## config.mk

```make
export PLATFORM = sky130hd
export DESIGN_NAME = nes_joypad_port
export DESIGN_NICKNAME = d
export VERILOG_FILES = /design/src/rtl/nes_joypad_port.sv
export SDC_FILE = /design/constraint.sdc
export NUM_CORES = 1
export LEC_CHECK = 0
export ABC_AREA = 0
export BUFFER_PORTS_ARGS = -buffer_cell sky130_fd_sc_hd__buf_2
export CAP_MARGIN = 5
export CORE_AREA = 4 4 76 78
export CTS_BUF_LIST = sky130_fd_sc_hd__clkbuf_8
export CTS_CLUSTER_SIZE = 24
export DETAILED_ROUTE_END_ITERATION = 10
export DIE_AREA = 0 0 80 82
export PLACE_DENSITY = 0.85
export SKIP_LAST_GASP = 1
export SYNTH_ARGS = -nofsm -noshare
export SYNTH_HDL_FRONTEND = slang
export SYNTH_SLANG_ARGS = --single-unit
```

## constraint.sdc

```tcl
create_clock -name clk -period 2 [get_ports clk]
set_clock_uncertainty 0.15 [all_clocks]
set_input_delay 0 -clock clk [delete_from_list [all_inputs] [get_ports clk]]
set_output_delay 0 -clock clk [all_outputs]
set_load 0.02 [all_outputs]
```

## src/rtl/nes_joypad_port.sv

```systemverilog
// Two-player NES joypad port: USB keycodes -> two 8-button pads, served over the
// $4016/$4017 strobe / serial-read protocol with turbo, SOCD cleanup and post-8 fill.
module nes_joypad_port #(
    parameter int          NUM_KEYS     = 6,
    parameter logic [63:0] P1_MAP       = 64'h0A0B171C1A160407,
    parameter logic [63:0] P2_MAP       = 64'h0E0F180C5251504F,
    parameter logic [15:0] P1_TURBO     = 16'h1509,
    parameter logic [15:0] P2_TURBO     = 16'h1213,
    parameter int          TURBO_FRAMES = 2,
    parameter bit          SOCD_CLEAN   = 1'b1,
    parameter logic [7:0]  OPEN_BUS     = 8'h40
) (
    input  logic                  clk,
    input  logic                  reset_n,
    input  logic [8*NUM_KEYS-1:0] keycodes,
    input  logic                  frame_tick,
    input  logic                  ENABLE,
    input  logic                  WR,
    input  logic                  addr0,
    input  logic [7:0]            bus,
    output logic [7:0]            DATA
);

    localparam int CW = (TURBO_FRAMES > 1) ? $clog2(TURBO_FRAMES) : 1;
    localparam logic [CW-1:0] TURBO_LAST = CW'(TURBO_FRAMES - 1);

    logic [CW-1:0] turbo_cnt;
    logic          phase;
    logic          strobe;
    logic [7:0]    p1_q, p2_q;
    logic [7:0]    p1_next, p2_next;
    logic [7:0]    sh1, sh2;
    logic          wr_strobe, rd, load, rd_bit;
    logic          unused_bus;

    assign unused_bus = ^bus[7:1];

    // Keycode 00 marks an empty slot and must never match a button.
    function automatic logic key_hit(input logic [8*NUM_KEYS-1:0] keys,
                                     input logic [7:0] code);
        logic hit;
        hit = 1'b0;
        if (code != 8'h00) begin
            for (int i = 0; i < NUM_KEYS; i++) begin
                if (keys[8*i +: 8] == code) hit = 1'b1;
            end
        end
        return hit;
    endfunction

    // Map byte b lands on pad bit b, so byte7 -> A (bit 7) ... byte0 -> Right (bit 0).
    function automatic logic [7:0] decode_pad(input logic [8*NUM_KEYS-1:0] keys,
                                              input logic [63:0] map,
                                              input logic [15:0] turbo,
                                              input logic ph);
        logic [7:0] v;
        for (int b = 0; b < 8; b++) v[b] = key_hit(keys, map[8*b +: 8]);
        v[7] = v[7] | (key_hit(keys, turbo[15:8]) & ph);
        v[6] = v[6] | (key_hit(keys, turbo[7:0]) & ph);
        if (SOCD_CLEAN) begin
            if (v[3] & v[2]) v[3:2] = 2'b00;
            if (v[1] & v[0]) v[1:0] = 2'b00;
        end
        return v;
    endfunction

    always_comb begin
        p1_next = decode_pad(keycodes, P1_MAP, P1_TURBO, phase);
        p2_next = decode_pad(keycodes, P2_MAP, P2_TURBO, phase);
    end

    always_ff @(posedge clk or negedge reset_n) begin
        if (!reset_n) begin
            turbo_cnt <= '0;
            phase     <= 1'b0;
            p1_q      <= 8'h00;
            p2_q      <= 8'h00;
        end else begin
            p1_q <= p1_next;
            p2_q <= p2_next;
            if (frame_tick) begin
                if (turbo_cnt == TURBO_LAST) begin
                    turbo_cnt <= '0;
                    phase     <= ~phase;
                end else begin
                    turbo_cnt <= turbo_cnt + 1'b1;
                end
            end
        end
    end

    // $4017 writes belong to the APU frame counter and never touch the strobe.
    assign wr_strobe = ENABLE & WR & ~addr0;
    assign rd        = ENABLE & ~WR;
    assign load      = strobe | (wr_strobe & bus[0]);

    always_comb begin
        rd_bit = 1'b1;
        if (strobe) rd_bit = addr0 ? p2_q[7] : p1_q[7];
        else        rd_bit = addr0 ? sh2[7]  : sh1[7];
    end

    always_ff @(posedge clk or negedge reset_n) begin
        if (!reset_n) begin
            strobe <= 1'b0;
            sh1    <= 8'hFF;
            sh2    <= 8'hFF;
            DATA   <= 8'h00;
        end else begin
            if (wr_strobe) strobe <= bus[0];
            if (load) begin
                sh1 <= p1_q;
                sh2 <= p2_q;
            end else if (rd) begin
                if (addr0) sh2 <= {sh2[6:0], 1'b1};
                else       sh1 <= {sh1[6:0], 1'b1};
            end
            if (rd) DATA <= {OPEN_BUS[7:1], rd_bit};
        end
    end

endmodule

```

==> flow_summary.toml <==
[power_and_ir_drop]
power.switching_mw = 0.587
power_frac_seq_pct = 42.1
max-vdd-ir-drop_mv = 0.442
clock_power_share_pct = 37.1
comb_power_share_pct = 20.8
power.switching_fraction_pct = 28.1
power.density_cell_area_nw_per_um2 = 574
intPower_mw = 1.50
fin_total_pwr_mw = 2.09
leakage_nw = 1.47

[setup_path]
crit_fanout = 6
critical-path-slowest-cell = "sky130_fd_sc_hd__dlygate4sd3_1"
critical_path.top_delay_family = "buffers and inverters"
worst_path_largest_cell_delay_ps = 570
critical_path.cell_chain = "dlygate4sd3_1, buf_2, nand2_1, dlygate4sd3_1, o2111ai_1, dlygate4sd3_1"
ff2ff_path_depth = 3
cp_data_required_time_ps = 2030
critical_path.n_buffers_inverters = 4
worst-r2r-setup-slack_ps = 380
r2r_start = "phase"
cp-end-kind = "flip-flop"
timing.setup.critical_path_class = "in -> reg"
dominant_cell_type_by_count_on_the_critical_path = "sky130_fd_sc_hd__dlygate4sd3_1"
data_arrival_time_of_the_critical_path_ps = 1990
cp-start-kind = "primary input"
worstReg2RegEnd = "p2_q[6]"

[clocking]
postCtsSetupRepairBufs = 0
tritoncts_num_sinks = 37
cts_root_buf = "sky130_fd_sc_hd__clkbuf_8"
number_of_buffers_created_by_cts = 5
clock_latency_ps = 300
cts_tree = "yes"
htree_levels = 2
clock_tree.buffer_depth = 2
clk_pin_slew_worst_paths_ps = 80

[floorplan]
floorplan.initialDensity_pct = 58.0
die_area_sq_um = 6560
io_count = 70
rows = 26
chipHeight_um = 82
fp.dieW_um = 80
core_region_area_sq_um = 5070

[sta]
tightest_slew_ps = 750
final.min_clock_period_ps = 1970
final_min_period_over_clock_period_pct = 98.3
timing.final.hold_violations = 0
timing.setup.tns_ps = 0
grt_setup_unrepaired = "no"
fmaxAchievable_mhz = 509
final_slew_viol_count = 0
timing.max_slew.rel_slack_pct = 50.0
setup_viol = 0
timing.final.ws_setup_ps = 35.0
worst_hold_slack_ps = 29.6

[grt]
grtUsageTotal_pct = 30.1
grt_residual_overflow = 0
antenna_violations_before_repair = 0
first_global_vias = 3078
grt_max_degree = 38
grt_pass1_wl_mm = 15.1

[synthesis]
number_of_warnings_printed_during_yosys_synthesis = 0
asyncSetResetFlopFracSynth_pct = 100
synth_cells = 361
yosysSeqAreaShare_pct = 32.1
netlist_top_cells_area = "sky130_fd_sc_hd__dfrtp_1 18%, sky130_fd_sc_hd__dfstp_2 14%, sky130_fd_sc_hd__nand4_1 6.2%"
post_synth_num_cell_types = 54
synth-edff-count = 0
post_synth.cell_area_avg_sq_um = 8.16
synthDominantAreaCellType = "sky130_fd_sc_hd__dfrtp_1"
synth_top_flop_cell = "sky130_fd_sc_hd__dfrtp_1"
synth.ff_latch_count = 37
post_synth_instance_area_sq_um = 2940
synth.top_cell.area_share_pct = 17.8

[placed_design]
globalplace.congestion = 1.01
placedInstanceArea_sq_um = 3300
port_buffers = 56
pre_cts_slack_ps = 167
detailedPlacementHpwl_mm = 7.51

[routing]
final_antenna_net_count = 0
vias_after_detailed_routing = 3304
drtPass1Iterations = 5
route.final.wire_length_mm = 9.75
drc = 0
dr.first_iter.drc_count = 274
per_cell_routed_wire_length_um = 18.9
detail_route.vias_per_cell = 6.42

[cells_and_area]
drive_above_1_share_pct = 25.6
diodes = 0
finish.net_count = 506
area.growth.synth_to_final_pct = 23.6
post-route-cell-area_sq_um = 3640
fillerInstances = 412

[hold_path]
hold_critical_path_depth = 3
holdCritStartpoint = "keycodes[17]"
hold_path_class = "in -> reg"
hold_end = "p1_q[6]"

[flow_run]
cap_viol_max_count = 0

[run_status]
run_status = "completed"
[worst max path at each step]
| stage | startpoint | end | slack (ps) | depth (start not counted) |
|---|---|---|---|---|
| floorplan | keycodes[21] | p2_q[2] | 410 | 5 |
| global placement | keycodes[21] | p2_q[0] | 180 | 6 |
| detailed placement | keycodes[21] | p2_q[0] | 170 | 6 |
| CTS | keycodes[11] | p2_q[6] | 40 | 7 |
| global route | keycodes[35] | p2_q[6] | 10 | 6 |
| finish | keycodes[35] | p2_q[6] | 30 | 6 |
[metrics by stage]
stage	instances	utilization, %
after global routing	515	71.7
after global placement	488	65.1
after CTS	515	71.6
final	515	71.7
after detailed placement	488	65.1
after floorplan	366	-
[synthesized netlist by cell type, drive strengths merged, types with 2 or more instances]
library cell	instances
nor4b	7
dfstp	16
nor3	13
buf	7
nor2b	19
nand3	26
nand4	29
mux2i	14
a21oi	3
nor2	31
o21ai	24
o31a	2
and3	4
a31oi	9
nand2	42
o2111ai	2
dfrtp	21
a32oi	4
nand2b	4
o211ai	2
inv	4
or2b	9
o32ai	2
o22ai	8
nand4b	8
o31ai	4
nor4	13
or4b	2
and2	5
clkbuf	11
[cell type report]
type	instances	area, sq um	area share (%)
well taps	70	87.6	2.41
clock buffers	5	68.8	1.89
multi-input cells	307	1880	51.6
flip-flops and latches	37	946	26.0
repair buffers	89	576	15.8
inverters	4	15.0	0.413
clock inverters	3	68.8	1.89
[sequential cells by signal (all words and copies together) (netlist names)]
name       count
p1_q           8
p2_q           8
sh1            8
sh2            8
DATA           2
phase          1
strobe         1
turbo_cnt      1
[power groups by stage]
stage,logic (mW),clock network [mW],registers (mW)
detailed placement,0.386,0,0.887
CTS,0.419,0.777,0.876
finish,0.434,0.774,0.879
global route,0.476,0.808,0.886
global placement,0.375,0,0.887
floorplan,0.237,0,0.868
[what timing repair did]
action / in CTS / in global routing
hold endpoints to repair: 32 / 0
hold buffers: 19 / 0
setup endpoints to repair: 0 / 1
gates resized for setup: 0 / 1
[cells by family (layout without fill, tap and decap cells)]
group | Yosys count | in the layout | synth area share (%)
simple gates | 219 | 219 | 42.2
other cells | 1 | 6 | 0.127
compound gates | 64 | 64 | 14.1
flops | 37 | 37 | 32.1
mux | 16 | 16 | 5.91
xor+xnor | 2 | 2 | 0.595
buf+inv | 22 | 101 | 4.97
[worst min-delay path, stage by stage]
cell and delay [ps]:
sky130_fd_sc_hd__buf_2 180, sky130_fd_sc_hd__a41oi_1 130, sky130_fd_sc_hd__nand4_1 120
[layout by cell type, fill, tap and decap left out, types with 3 or more instances in the layout]
| cell type | netlist | final |
|---|---|---|
| sky130_fd_sc_hd__dfstp_2 | 16 | 16 |
| sky130_fd_sc_hd__a32oi_1 | 4 | 4 |
| sky130_fd_sc_hd__nor4b_2 | 2 | 3 |
| sky130_fd_sc_hd__buf_4 | 6 | 14 |
| sky130_fd_sc_hd__and2_1 | 5 | 5 |
| sky130_fd_sc_hd__mux2i_1 | 14 | 14 |
| sky130_fd_sc_hd__buf_2 | 1 | 56 |
| sky130_fd_sc_hd__nand2b_1 | 4 | 4 |
| sky130_fd_sc_hd__nor2b_1 | 19 | 19 |
| sky130_fd_sc_hd__dlygate4sd3_1 | 0 | 19 |
| sky130_fd_sc_hd__and3_1 | 4 | 4 |
| sky130_fd_sc_hd__conb_1 | 1 | 6 |
| sky130_fd_sc_hd__nand4b_1 | 8 | 8 |
| sky130_fd_sc_hd__o22ai_1 | 7 | 7 |
| sky130_fd_sc_hd__nand2_1 | 42 | 42 |
| sky130_fd_sc_hd__or2b_2 | 7 | 7 |
| sky130_fd_sc_hd__nand3_1 | 26 | 26 |
| sky130_fd_sc_hd__nor4_1 | 12 | 12 |
| sky130_fd_sc_hd__clkbuf_8 | 4 | 5 |
| sky130_fd_sc_hd__nor3_1 | 13 | 13 |
| sky130_fd_sc_hd__a21oi_1 | 3 | 3 |
| sky130_fd_sc_hd__a31oi_1 | 9 | 9 |
| sky130_fd_sc_hd__nor4b_1 | 5 | 4 |
| sky130_fd_sc_hd__dfrtp_1 | 21 | 21 |
| sky130_fd_sc_hd__nor2_1 | 31 | 31 |
| sky130_fd_sc_hd__inv_1 | 4 | 4 |
| sky130_fd_sc_hd__o31ai_1 | 4 | 4 |
| sky130_fd_sc_hd__nand4_1 | 29 | 29 |
| sky130_fd_sc_hd__o21ai_0 | 24 | 24 |
[layer usage]
layer | wire [um] | global-route usage (%)
met3 | 757 | 3.62
met4 | 493 | 16.6
met5 | 0 | 0
met1 | 3610 | 35.2
met2 | 4890 | 53.7
Power figures use the tool's default switching activity.
